File: src/rtl/dma_periph_requester.sv
// Peripheral side of an 8237A-style DREQ/DACK handshake: FIFO-buffered source
// words are offered to the DMA channel one acknowledged read strobe at a time.
module dma_periph_requester #(
    parameter int DATA_W = 8,
    parameter int DEPTH  = 8,
    parameter int AW     = 3
) (
    input  logic              clk,
    input  logic              Reset_n,
    input  logic              start,
    input  logic              demand,
    input  logic              wr_en,
    input  logic [DATA_W-1:0] wr_data,
    input  logic              DACK,
    input  logic              dma_rd,
    input  logic              TC,
    output logic              DREQ,
    output logic [DATA_W-1:0] data_out,
    output logic [AW:0]       count,
    output logic              full,
    output logic              empty,
    output logic              done,
    output logic              overflow,
    output logic              underflow
);

    typedef enum logic [1:0] {IDLE, REQ, HOLD} state_t;

    state_t            state;
    state_t            state_nxt;
    logic              dreq_nxt;
    logic [DATA_W-1:0] mem [DEPTH];
    logic [AW-1:0]     wptr;
    logic [AW-1:0]     rptr;
    logic              enabled;
    logic              xfer;
    logic              push;
    logic              pop;
    logic              tc_accept;

    assign xfer      = DACK & dma_rd;
    assign full      = (count == (AW+1)'(DEPTH));
    assign empty     = (count == '0);
    // A write into a full FIFO is still accepted when the head leaves in the same cycle.
    assign push      = wr_en & (~full | xfer);
    assign pop       = xfer & ~empty;
    assign tc_accept = (state == REQ) & pop & TC;
    assign data_out  = empty ? '0 : mem[rptr];

    always_ff @(posedge clk) begin
        if (push)
            mem[wptr] <= wr_data;
    end

    always_ff @(posedge clk or negedge Reset_n) begin
        if (!Reset_n) begin
            wptr  <= '0;
            rptr  <= '0;
            count <= '0;
        end else begin
            if (push)
                wptr <= wptr + 1'b1;
            if (pop)
                rptr <= rptr + 1'b1;
            case ({push, pop})
                2'b10:   count <= count + 1'b1;
                2'b01:   count <= count - 1'b1;
                default: count <= count;
            endcase
        end
    end

    always_ff @(posedge clk or negedge Reset_n) begin
        if (!Reset_n) begin
            enabled   <= 1'b0;
            done      <= 1'b0;
            overflow  <= 1'b0;
            underflow <= 1'b0;
        end else begin
            if (start) begin
                enabled <= 1'b1;
                done    <= 1'b0;
            end else if (tc_accept) begin
                enabled <= 1'b0;
                done    <= 1'b1;
            end
            if (wr_en && full && !xfer)
                overflow <= 1'b1;
            if (xfer && empty)
                underflow <= 1'b1;
        end
    end

    always_ff @(posedge clk or negedge Reset_n) begin
        if (!Reset_n) begin
            state <= IDLE;
            DREQ  <= 1'b0;
        end else begin
            state <= state_nxt;
            DREQ  <= dreq_nxt;
        end
    end

    always_comb begin
        state_nxt = state;
        case (state)
            IDLE: begin
                if (enabled && !empty)
                    state_nxt = REQ;
            end
            REQ: begin
                if (pop) begin
                    if (TC)
                        state_nxt = IDLE;
                    else if (!demand)
                        state_nxt = HOLD;
                    else if (count == (AW+1)'(1) && !push)
                        state_nxt = IDLE;
                end else if (empty && !xfer) begin
                    state_nxt = IDLE;
                end
            end
            HOLD:    state_nxt = IDLE;
            default: state_nxt = IDLE;
        endcase
        // A start pulse aborts any outstanding request.
        if (start)
            state_nxt = IDLE;
    end

    always_comb begin
        dreq_nxt = (state_nxt == REQ);
    end

endmodule

File: config.mk
export PLATFORM = sky130hd
export DESIGN_NAME = dma_periph_requester
export DESIGN_NICKNAME = d
export VERILOG_FILES = /design/src/rtl/dma_periph_requester.sv
export SDC_FILE = /design/constraint.sdc
export NUM_CORES = 1
export LEC_CHECK = 0
export ABC_CLOCK_PERIOD_IN_PS = 6000
export BUFFER_PORTS_ARGS = -buffer_cell sky130_fd_sc_hd__buf_4
export CAP_MARGIN = 10
export CORE_ASPECT_RATIO = 0.9
export CORE_UTILIZATION = 62
export DETAILED_ROUTE_END_ITERATION = 8
export PLACE_DENSITY = 0.84
export SYNTH_ARGS = -nofsm -noshare
export SYNTH_HDL_FRONTEND = slang
export SYNTH_SLANG_ARGS = --single-unit
File: constraint.sdc
create_clock -name clk -period 6 [get_ports clk]
set_input_delay 0.3 -clock clk [delete_from_list [all_inputs] [get_ports clk]]
set_output_delay 0.3 -clock clk [all_outputs]
set_load 0.02 [all_outputs]
==> impl_metrics.ini <==
[route]
first_pass_iters = 4
routed_wl_um = 6890
drt-vias-per-instance = 6.10
wl_per_cell_um = 21.0
drc = 0
via_count = 2002
ant_nets = 0
drt_iter0_markers = 154

[timing]
setup_tns_ns = 0
fin_ws_ns = 3.34
hold_violations = 0
period_share = 0.443
hold_ws_ns = 0.103
tightest_slew_ns = 1.18
slew_viol_final = 0
period_needed_ns = 2.66
skew_ns = 0.00590
max_freq_ghz = 0.376
slew_headroom = 0.209
rsz0062_at_grt = no
setup_viol = 0

[worst_setup_path]
crit_type = flop to flop
crit_path_end_kind = flop
crit_path_frequent_cell = ha_1
cp.required_ns = 6.28
crit_path_top_delay_cell = dfrtp_1
cp-start-kind = flop
path_delay_family = simple AND/OR/NAND/NOR gates
worstPathMaxFanout = 12
cp_num_buf_inv = 2
critPathMaxStageDelay_ns = 0.47
crit_chain = inv_1 > ha_1 > or3b_4 > inv_2 > nor2_1 > ha_1 > or4b_1 > a21oi_1 > xor2_1
crit_arrival_ns = 2.94

[final_layout]
final_nets = 279
multi_input_area_um2 = 955
n_antenna_cell = 0
fillCellCount = 329
drive_above_1_share = 0.222
fin_util = 0.750
ff_latch_area_um2 = 2350
area_delta_synth_final_pct = 17.0

[synthesis]
synth.area.top_cells = edfxtp_1 (57%), dfrtp_1 (13%), mux2i_1 (9.8%)
synthArstFlopShare = 0.210
yosysMostFrequentCell = edfxtp_1
ys_warn_count = 0
synth-main-ff-cell = edfxtp_1
synth_edf_count = 64
synth_area_um2 = 3370
synth_common_cells = edfxtp_1 (64), mux2i_1 (33), dfrtp_1 (17)
yosysSeqAreaShare = 0.697
syn_inst = 216
ys_ff_latch = 81
synthDominantCellAreaShare = 0.571
yosysTopAreaCell = edfxtp_1
synth.net_count = 239
post_synth.cell_area_avg_um2 = 15.6
ys_types = 35

[power]
p_leak_nw = 1.53
p_per_area_nw_per_um2 = 512
totalPowerFinal_w = 0.00202
max-vdd-ir-drop_mv = 0.314

[hold_path]
worstHoldPathType = input port to flop

[floorplan]
die_x_um = 79.7
core_um2 = 5260
num_rows = 25
start_util = 0.641
die_h_um = 71.9
dieArea_um2 = 5730
ios = 34

[placement]
pre_cts_slack_ns = 3.39
gp_congestion = 0.772
io_buffers = 33
hpwlAfterDp_um = 4270

[global_routing]
grt_pass1_wl_um = 10500
antenna_found_initial = 0
grt_use_total = 0.261
grt_max_degree = 35
grt_pass1_vias = 2017
overflow = 0

[clock_network]
cts_num_sinks = 81
tritoncts = done
cts-root-buf = clkbuf_8
cts_made_buffers = 9
postCtsResizedCells = 0
cts_max_path_buffers = 2
cts_setup_buffers = 0
h-tree-depth = 3
cts_hold_buf = 1
clk_latency_ns = 0.35
clk_pin_slew_ns = 0.08

[run]
max_cap_viol_count = 0

[status]
status = finished, final reports clean
==> path summary, 6_finish.rpt <==
check	from	end	slack [ns]	cells after the start
worst max-delay path	count[0]	count[3]	3.34	9
worst min-delay path	start	done	0.10	2
worst max register to register	count[0]	count[3]	3.34	9
worst min register to register	underflow	underflow	0.47	1
max in group asynchronous	Reset_n	rptr[0]	5.46	2
min in group asynchronous	Reset_n	rptr[2]	0.35	2
==> through the flow <==
step / area, µm² / cells
finish: 3940 / 328
global route: 3940 / 328
CTS: 3940 / 328
detailed placement: 3690 / 311
global placement: 3690 / 311
floorplan: 3370 / 216
==> layout by cell type (no fill, tap or decap), drive strengths merged, types with 2 or more instances in the layout <==
cell	Yosys	layout
o211ai	2	2
edfxtp	64	64
mux2	2	2
dfrtp	17	17
nand2	4	4
mux2i	33	33
ha	7	7
inv	6	6
buf	7	37
a21oi	3	3
and3	8	8
nand2b	2	2
nor2	8	8
clkbuf	2	14
o21ai	3	3
a22oi	16	16
and2	2	2
nand3	2	2
xnor2	5	5
or4b	2	2
nor3	7	7
a21o	2	2
xor2	3	3
nor2b	2	2
==> area by class of cell <==
| cell class | instances | area share |
|---|---|---|
| Tap cell | 67 | 0.0213 |
| Timing Repair Buffer | 38 | 0.0730 |
| Inverter | 6 | 0.00572 |
| Clock buffer | 14 | 0.0524 |
| Multi-Input combinational cell | 120 | 0.242 |
| Clock inverter | 2 | 0.00953 |
| Sequential cell | 81 | 0.596 |
==> sequential cells by signal, summed over array words and instances, names as in the netlist <==
| register | flops |
|---|---|
| DREQ | 1 |
| wptr | 3 |
| overflow | 1 |
| underflow | 1 |
| rptr | 3 |
| count | 4 |
| enabled | 1 |
| done | 1 |
| state | 2 |
| mem | 64 |
==> cells by family after synthesis <==
family,synth area share
mux,0.105
xor+xnor,0.0208
flops,0.697
buf+inv,0.0197
simple gates,0.0721
compound gates,0.0598
fa+ha+maj,0.0260
==> power breakdown <==
group | switching [W] | internal, W
Sequential | 0.0000757 | 0.000723
Clock | 0.000196 | 0.000269
Combinational | 0.000430 | 0.000324
==> metal layers <==
metal | vias up | GRT usage | routed length [µm]
met3 | 20 | 0.0478 | 380
met5 | - | 0 | 0
li1 | 904 | - | -
met4 | 0 | 0.145 | 212
met1 | 994 | 0.349 | 2820
met2 | 84 | 0.411 | 3480
==> worst reg2reg max path: stages, from the launching register on <==
cell and delay, ns:
dfrtp_1 0.47, inv_1 0.11, ha_1 0.22, or3b_4 0.34, inv_2 0.10, nor2_1 0.27
ha_1 0.31, or4b_1 0.45, a21oi_1 0.18, xor2_1 0.15
No activity file was read; power rests on OpenSTA's default activity.
